### src/rtl/fnd_pkg.sv
// Shared constants for the FND scan controller: decoder special codes,
// digit-common patterns and the scan phase count.
package fnd_pkg;

    // Special decoder codes
    localparam logic [3:0] BCD_BLANK     = 4'hE;
    localparam logic [3:0] BCD_DOT       = 4'hF;

    // Active-low digit commons
    localparam logic [3:0] COM_ALL_OFF   = 4'b1111;
    localparam logic [3:0] COM_DOT_DIGIT = 4'b1011;

    // Four digit phases followed by four decimal-point phases per frame
    localparam int NUM_PHASES = 8;
    localparam int PHASE_W    = $clog2(NUM_PHASES);

    typedef logic [PHASE_W-1:0] phase_t;

endpackage

### src/rtl/fnd_digit_splitter.sv
// Splits a 0..127 value into its tens and ones BCD digits (modulo 100).
// Purely combinational.
module fnd_digit_splitter (
    input  logic [6:0] value,
    output logic [3:0] tens,
    output logic [3:0] ones
);

    // Constant divisors keep this a small fixed-function block
    always_comb begin
        ones = 4'(value % 7'd10);
        tens = 4'((value / 7'd10) % 7'd10);
    end

endmodule

### src/rtl/fnd_scan_ctrl.sv
// Time-multiplexed scan controller for the 4-digit stopwatch FND.
// Rotates through four digit phases and four decimal-point phases per frame,
// driving active-low commons and a BCD code into the segment decoder.
// Optional build macro: FND_LEADING_ZERO_BLANK_EN blanks a leading zero on
// digit 3 instead of showing 0.
module fnd_scan_ctrl #(
    parameter int CLK_FREQ = 100_000_000,
    parameter int SCAN_HZ  = 1000
) (
    input  logic       clk,
    input  logic       reset,
    input  logic       sw_mode,
    input  logic [6:0] msec,
    input  logic [5:0] sec,
    input  logic [5:0] min,
    input  logic [4:0] hour,
    output logic [3:0] fnd_com,
    output logic [3:0] bcd
);

    import fnd_pkg::*;

    localparam int               DIV     = CLK_FREQ / SCAN_HZ;
    localparam int               CNT_W   = (DIV > 1) ? $clog2(DIV) : 1;
    localparam logic [CNT_W-1:0] CNT_MAX = CNT_W'(DIV - 1);

    logic [CNT_W-1:0] cnt_q;
    logic             scan_tick;
    phase_t           scan_sel;
    logic             mode_q;

    logic [6:0]       lo;
    logic [6:0]       hi;
    logic [3:0]       d0, d1, d2, d3;
    logic             dot_on;

    logic [3:0]       nxt_com;
    logic [3:0]       nxt_bcd;

    assign scan_tick = (cnt_q == CNT_MAX);

    // Prescaler: one scan_tick per phase period
    always_ff @(posedge clk) begin
        if (reset)          cnt_q <= '0;
        else if (scan_tick) cnt_q <= '0;
        else                cnt_q <= cnt_q + 1'b1;
    end

    // Phase counter; the mode is only taken at a frame boundary so a frame
    // never mixes sec:msec and hour:min content
    always_ff @(posedge clk) begin
        if (reset) begin
            scan_sel <= '0;
            mode_q   <= 1'b0;
        end else if (scan_tick) begin
            scan_sel <= scan_sel + 1'b1;
            if (scan_sel == phase_t'(NUM_PHASES - 1))
                mode_q <= sw_mode;
        end
    end

    // Field select for the low and high digit pairs
    always_comb begin
        lo = mode_q ? {1'b0, min}  : msec;
        hi = mode_q ? {2'b0, hour} : {1'b0, sec};
    end

    fnd_digit_splitter u_split_lo (
        .value (lo),
        .tens  (d1),
        .ones  (d0)
    );

    fnd_digit_splitter u_split_hi (
        .value (hi),
        .tens  (d3),
        .ones  (d2)
    );

    // Dot blinks at 1 Hz from the hundredths in sec:msec mode,
    // and follows the seconds LSB in hour:min mode
    always_comb begin
        dot_on = mode_q ? sec[0] : (msec < 7'd50);
    end

    // Per-phase common/code selection
    always_comb begin
        nxt_com = COM_DOT_DIGIT;
        nxt_bcd = dot_on ? BCD_DOT : BCD_BLANK;
        case (scan_sel)
            phase_t'(0): begin nxt_com = 4'b1110; nxt_bcd = d0; end
            phase_t'(1): begin nxt_com = 4'b1101; nxt_bcd = d1; end
            phase_t'(2): begin nxt_com = 4'b1011; nxt_bcd = d2; end
            phase_t'(3): begin
                nxt_com = 4'b0111;
`ifdef FND_LEADING_ZERO_BLANK_EN
                nxt_bcd = (d3 == 4'd0) ? BCD_BLANK : d3;
`else
                nxt_bcd = d3;
`endif
            end
            default: ;
        endcase
    end

    // Output register: one clock behind scan_sel
    always_ff @(posedge clk) begin
        if (reset) begin
            fnd_com <= COM_ALL_OFF;
            bcd     <= BCD_BLANK;
        end else begin
            fnd_com <= nxt_com;
            bcd     <= nxt_bcd;
        end
    end

endmodule

### config.mk
export PLATFORM = sky130hd
export DESIGN_NAME = fnd_scan_ctrl
export DESIGN_NICKNAME = d
export VERILOG_FILES = /design/src/rtl/fnd_pkg.sv /design/src/rtl/fnd_digit_splitter.sv /design/src/rtl/fnd_scan_ctrl.sv
export SDC_FILE = /design/constraint.sdc
export NUM_CORES = 1
export LEC_CHECK = 0
export ABC_AREA = 1
export CAP_MARGIN = 15
export CORE_MARGIN = 2
export CORE_UTILIZATION = 39
export CTS_CLUSTER_DIAMETER = 40
export DETAILED_ROUTE_END_ITERATION = 6
export GPL_TIMING_DRIVEN = 0
export PLACE_DENSITY = 0.7
export SLEW_MARGIN = 20
export SYNTH_ARGS = -nofsm -noshare
export SYNTH_HDL_FRONTEND = slang
export SYNTH_HIERARCHICAL = 1
export SYNTH_SLANG_ARGS = --single-unit
### constraint.sdc
create_clock -name clk -period 3.5 [get_ports clk]
set_input_delay 0.7 -clock clk [delete_from_list [all_inputs] [get_ports clk]]
set_output_delay 0.7 -clock clk [all_outputs]
set_load 0.02 [all_outputs]
==> results of run 1 <==
==> per-layer routing <==
metal	part of all wire (%)	vias up	GRT usage, %
met3	2.7	9	3.34
met2	49	32	28.6
met5	0	-	0
met1	47	1097	19.0
met4	1.2	0	3.96
li1	-	1353	-
==> through the flow <==
| step | setup TNS (ns) | setup WS, ns | util [%] | power, mW |
|---|---|---|---|---|
| final | 0 | 0.259 | 49.8 | 0.897 |
| after global routing | -0.0115 | -0.00949 | 49.8 | 0.957 |
| after CTS | 0 | 0.0884 | 48.6 | 0.890 |
| after detailed placement | -0.600 | -0.204 | 47.2 | 0.615 |
| after global placement | -0.375 | -0.137 | 47.2 | 0.608 |
| after floorplan | 0 | 0.634 | - | 0.540 |
==> cells by family (layout without fill, tap and decap cells) <==
family	after synthesis	count (layout)	share of synthesized area (%)
simple gates	252	252	47.5
buf+inv	72	115	11.4
compound gates	31	31	7.87
flops	29	29	23.1
fa+ha+maj	13	13	6.47
xor+xnor	10	10	3.49
other cells	1	5	0.149
==> layout by cell type, fill, tap and decap left out, types with 13 or more instances in the layout <==
cell / instances
inv_1: 62
dfxtp_1: 29
o21ai_0: 13
clkdlybuf4s50_1: 34
ha_1: 13
nand3_1: 34
nand2_2: 13
nand2_1: 126
nor2_1: 45
==> worst paths after layout <==
kind,startpoint,to,slack [ns],cells past startpoint
setup / recovery,msec[6],bcd[3]$_SDFF_PP1_,0.26,27
setup reg to reg,mode_q$_SDFFE_PP0P_,bcd[3]$_SDFF_PP1_,0.38,25
hold reg to reg,cnt_q[0]$_SDFF_PP0_,cnt_q[0]$_SDFF_PP0_,0.47,1
hold / removal,cnt_q[0]$_SDFF_PP0_,cnt_q[0]$_SDFF_PP0_,0.47,1
==> flip-flops by register name (all words and copies together), names as in the netlist <==
register,count
mode_q,1
cnt_q,17
scan_sel,3
fnd_com,4
bcd,4
==> final cells by class <==
| cell class | instances | area share [%] |
|---|---|---|
| clock buffers | 7 | 2.76 |
| well taps | 77 | 3.08 |
| repair buffers | 36 | 11.4 |
| multi-input cells | 311 | 54.9 |
| flip-flops and latches | 29 | 18.6 |
| plain buffers | 5 | 1.16 |
| inverters | 67 | 8.17 |
==> repair_timing <==
item                                   4_1_cts  5_1_grt
setup buffers                                0        2
setup endpoints to repair                    0        4
resized for setup                            0       17
endpoints found under the hold margin        0        0
==> power by group through the flow <==
stage / sequential [mW] / combinational, mW / clock (mW)
2_1_floorplan: 0.360 / 0.180 / 0
3_3_place_gp: 0.351 / 0.256 / 0
3_5_place_dp: 0.352 / 0.263 / 0
4_1_cts: 0.345 / 0.264 / 0.281
5_1_grt: 0.346 / 0.314 / 0.297
6_report: 0.345 / 0.278 / 0.274
==> reports/summary.txt, run 1 <==
Setup CP Type = in -> reg
vias in the first global route = 2384
Detailed Place HPWL = 4270 um
Design Area, Final = 3130 sq um
largest net degree at the start of global routing = 11
Buf/Inv on CP = 7
Clock Skew = 0.00954 ns
fmax = 0.309 GHz
clk buf depth = 2
Area contributors post-synth = dfxtp_1 (23%), nand2_1 (19%), inv_1 (9.3%), nor2_1 (6.9%), nand3_1 (6.8%)
share of cells above drive strength 1 = 13.8%
area of the multi-input gates = 1720 sq um
Critical Path RT = 3.66 ns
Tmin final = 3.24 ns
worst skew pair latency = 0.28 ns
CP max FO = 5
Reg power frac = 38.4%
clk root buf = clkbuf_8
initial DRC count = 72
worst hold slack = 0.470 ns
placement row count = 29
WL final = 5320 um
Power Dens Cells = 287 nW/um^2
number of buffers created by CTS = 5
Finished Layout Cells = 532
max_cap viols = 0
Sw Ratio = 31.5%
delay of the slowest cell on the worst path = 0.45 ns
total gr overflow = 0
Ys Warns = 6
Layout area overhead = 24.4%
# IOs = 35
slowest CP cell = clkdlybuf4s50_1
crit share post-route = 92.6%
core area = 6280 sq um
Hold WC Path Type = reg -> reg
Post-synth EDFFs = 0
sequential cell area fraction in the yosys report = 23.1%
Clock Pin Slew Worst Setup and Hold Paths = 0.06 ns
chip height = 84.3 um
crit end category = register
status = complete, no violations
final setup violation count = 0
Sequential Area = 581 sq um
Largest delay share family, worst path = simple AND/OR/NAND/NOR gates
Pre-antenna DRT Iters = 4
Nets = 495
GP Congestion = 0.800
Synth cell types = 34
Die W = 84.3 um
TritonCTS sink count = 29
antenna cells = 0
part of the power in combinational logic = 31.0%
CTS H-tree depth = 2
Lkg Pwr = 1.49 nW
wire length per cell = 10.0 um
post-synth top area share = 23.1%
P_sw = 0.283 mW
Startpoint Class = input pin
syn_area_per_cell = 6.16 sq um
Synth Flop Type = dfxtp_1
Synth top cells by count = nand2_1 (128), inv_1 (62), nor2_1 (46)
Clock power frac = 30.6%
CTS tree = yes
Post-DRT Antenna Nets = 0
Vias/cell = 4.68
Synth Cell Area = 2510 sq um
Critical Path AT = 3.40 ns
starting density of the core = 40.0%
DRC Markers = 0
I/O Buffers = 34
FF+latch count, synth = 29
die footprint = 7100 sq um
Area after DPL = 2960 sq um
maximum vdd ir drop = 157 uV
hold_buf cts = 0
largest area contributor in the netlist = dfxtp_1
# placed instances = 523
Final Hold Vio Count = 0
Mapped Cells = 408
DR vias = 2491
async set or reset register ratio after synthesis = 0%
layout filler cell count = 640
count leader, synth = nand2_1
first-pass GRT wire length = 9540 um
Slew Viols, Final = 0
Top cell by count, worst path = nand2_1
initial antenna violation count = 0
All-Layer GR Usage = 15.8%
Int Power = 0.614 mW
No activity file was read; power rests on OpenSTA's default activity.
==> inputs of run 2 (changes only) <==
--- a/config.mk
+++ b/config.mk
@@ -13,6 +13,7 @@
 export DETAILED_ROUTE_END_ITERATION = 6
 export GPL_TIMING_DRIVEN = 0
 export PLACE_DENSITY = 0.7
+export SETUP_SLACK_MARGIN = 0.05
 export SLEW_MARGIN = 20
 export SYNTH_ARGS = -nofsm -noshare
 export SYNTH_HDL_FRONTEND = slang
==> run 2 against run 1 <==
Total power barely moved. Core utilization barely moved. Final cell count did not move. Maximum frequency rose by 1.7%. Design area barely moved. Non-clock buffer count did not move. Register-to-register slack barely moved. Critical path depth fell by 3. First-iteration DRC count fell by 1.4%. Combinational power barely moved. Sequential power barely moved. Die area did not move. Largest power group unchanged.
==> reports/summary.txt, run 2 (synthesis results as in run 1) <==
status = complete, no violations (unchanged)
Clock Pin Slew Worst Setup and Hold Paths = 0.06 ns (about the same)
number of buffers created by CTS = 5 (unchanged)
Vias/cell = 4.67 (was 4.68)
share of cells above drive strength 1 = 14.1% (was 13.8%)
# placed instances = 523 (unchanged)
GP Congestion = 0.800 (unchanged)
clk buf depth = 2 (unchanged)
most frequent cells in the layout = nand2_1 (126), inv_1 (62), nor2_1 (44) (was nand2_1 (126), inv_1 (62), nor2_1 (45))
biggest regs = cnt_q: 17 flops, bcd: 4 flops, fnd_com: 4 flops (unchanged)
initial antenna violation count = 0 (unchanged)
Area after DPL = 2960 sq um (unchanged)
wire length per cell = 10.0 um (about the same)
Slew Viols, Final = 0 (unchanged)
chip height = 84.3 um (unchanged)
Startpoint Class = input pin (unchanged)
Pre-antenna DRT Iters = 4 (unchanged)
TritonCTS sink count = 29 (unchanged)
# IOs = 35 (unchanged)
clk root buf = clkbuf_8 (unchanged)
crit end category = register (unchanged)
fmax = 0.314 GHz (was 0.309 GHz)
hold_buf cts = 0 (unchanged)
Lkg Pwr = 1.49 nW (about the same)
placement row count = 29 (unchanged)
crit share post-route = 91.1% (was 92.6%)
WL final = 5320 um (about the same)
antenna cells = 0 (unchanged)
worst hold slack = 0.470 ns (about the same)
Critical Path AT = 3.34 ns (was 3.40 ns)
Post-DRT Antenna Nets = 0 (unchanged)
Final Hold Vio Count = 0 (unchanged)
die footprint = 7100 sq um (unchanged)
Setup CP Type = in -> reg (unchanged)
Power Dens Cells = 287 nW/um^2 (about the same)
CP max FO = 4 (was 5)
CTS H-tree depth = 2 (unchanged)
Largest Register = cnt_q (unchanged)
DRC Markers = 0 (unchanged)
Detailed Place HPWL = 4270 um (unchanged)
worst skew pair latency = 0.28 ns (about the same)
starting density of the core = 40.0% (unchanged)
Clock Skew = 0.00951 ns (was 0.00954 ns)
DR vias = 2482 (was 2491)
Design Area, Final = 3130 sq um (about the same)
pre-CTS setup slack = -0.204 ns (unchanged)
Layout area overhead = 24.5% (was 24.4%)
Nets = 495 (unchanged)
max reg flops = 17 (unchanged)
maximum vdd ir drop = 157 uV (about the same)
initial DRC count = 71 (was 72)
Setup WS post-layout = 0.312 ns (was 0.259 ns)
core area = 6280 sq um (unchanged)
final setup violation count = 0 (unchanged)
Die W = 84.3 um (unchanged)
I/O Buffers = 34 (unchanged)
total gr overflow = 0 (unchanged)
commonest non-fill, non-tap cell in the layout = nand2_1 (unchanged)
Critical Path RT = 3.66 ns (about the same)
CTS tree = yes (unchanged)
vias in the first global route = 2384 (unchanged)
largest net degree at the start of global routing = 11 (unchanged)
All-Layer GR Usage = 15.8% (unchanged)
Hold WC Path Type = reg -> reg (unchanged)
max_cap viols = 0 (unchanged)
Finished Layout Cells = 532 (unchanged)
Tmin final = 3.19 ns (was 3.24 ns)
unrepaired setup endpoints after global routing = false
Power Total = 0.897 mW (about the same)
first-pass GRT wire length = 9540 um (unchanged)
## run 2: where the power goes
part,internal (mW),switching (mW),total (mW),leakage [nW]
clock,0.156,0.119,0.274,0.0443
sequential,0.340,0.00463,0.345,0.236
combinational,0.119,0.159,0.278,1.21
## run 2: final timing paths
check                        endpoint  slack, ns  cells past startpoint           startpoint
setup reg to reg    bcd[1]$_SDFF_PP1_       0.39                     25  mode_q$_SDFFE_PP0P_
hold reg to reg   cnt_q[0]$_SDFF_PP0_       0.47                      1  cnt_q[0]$_SDFF_PP0_
hold / removal    cnt_q[0]$_SDFF_PP0_       0.47                      1  cnt_q[0]$_SDFF_PP0_
setup / recovery    bcd[1]$_SDFF_PP1_       0.31                     24              msec[5]
## run 2: what timing repair did
action,4_1_cts,5_1_grt
resized for setup,0,18
endpoints found under the setup margin,0,4
buffers inserted,0,2
hold endpoints to repair,0,0
## run 2: critical path, cell delays in order
cell             delay, ns
clkdlybuf4s50_1       0.42
nand2_1               0.07
nand2_1               0.09
o21ai_1               0.21
nand2_1               0.17
nand2_4               0.13
nand2_1               0.07
nand2_2               0.07
inv_2                 0.06
nand2_2               0.08
nand2_4               0.06
nand2_1               0.09
nand2_1               0.07
inv_1                 0.06
ha_1                  0.17
inv_1                 0.06
nand3_2               0.11
nand4_4               0.10
nand3_1               0.09
nand2_1               0.05
inv_1                 0.04
nor2_1                0.04
a211oi_1              0.23
nand2_1               0.09
## run 2: routing by layer
metal | GRT usage, % | wire [um] | up-vias | part of all wire [%]
li1 | - | - | 1354 | -
met1 | 19.0 | 2480 | 1092 | 47
met2 | 28.6 | 2630 | 27 | 49
met3 | 3.34 | 144 | 9 | 2.7
met4 | 3.96 | 63 | 0 | 1.2
met5 | 0 | 0 | - | 0
## run 2: cell type report
class | count | area (sq um)
Buffer | 5 | 36.3
Clock buffer | 7 | 86.3
Fill cell | 639 | 3150
Inverter | 67 | 255
Multi-Input combinational cell | 311 | 1720
Sequential cell | 29 | 581
Tap cell | 77 | 96.3
Timing Repair Buffer | 36 | 355
## run 2: metrics by stage
step,utilization [%],TNS [ns]
finish,49.8,0
global route,49.8,0
CTS,48.6,0
detailed placement,47.2,-0.600
global placement,47.2,-0.375
floorplan,-,0
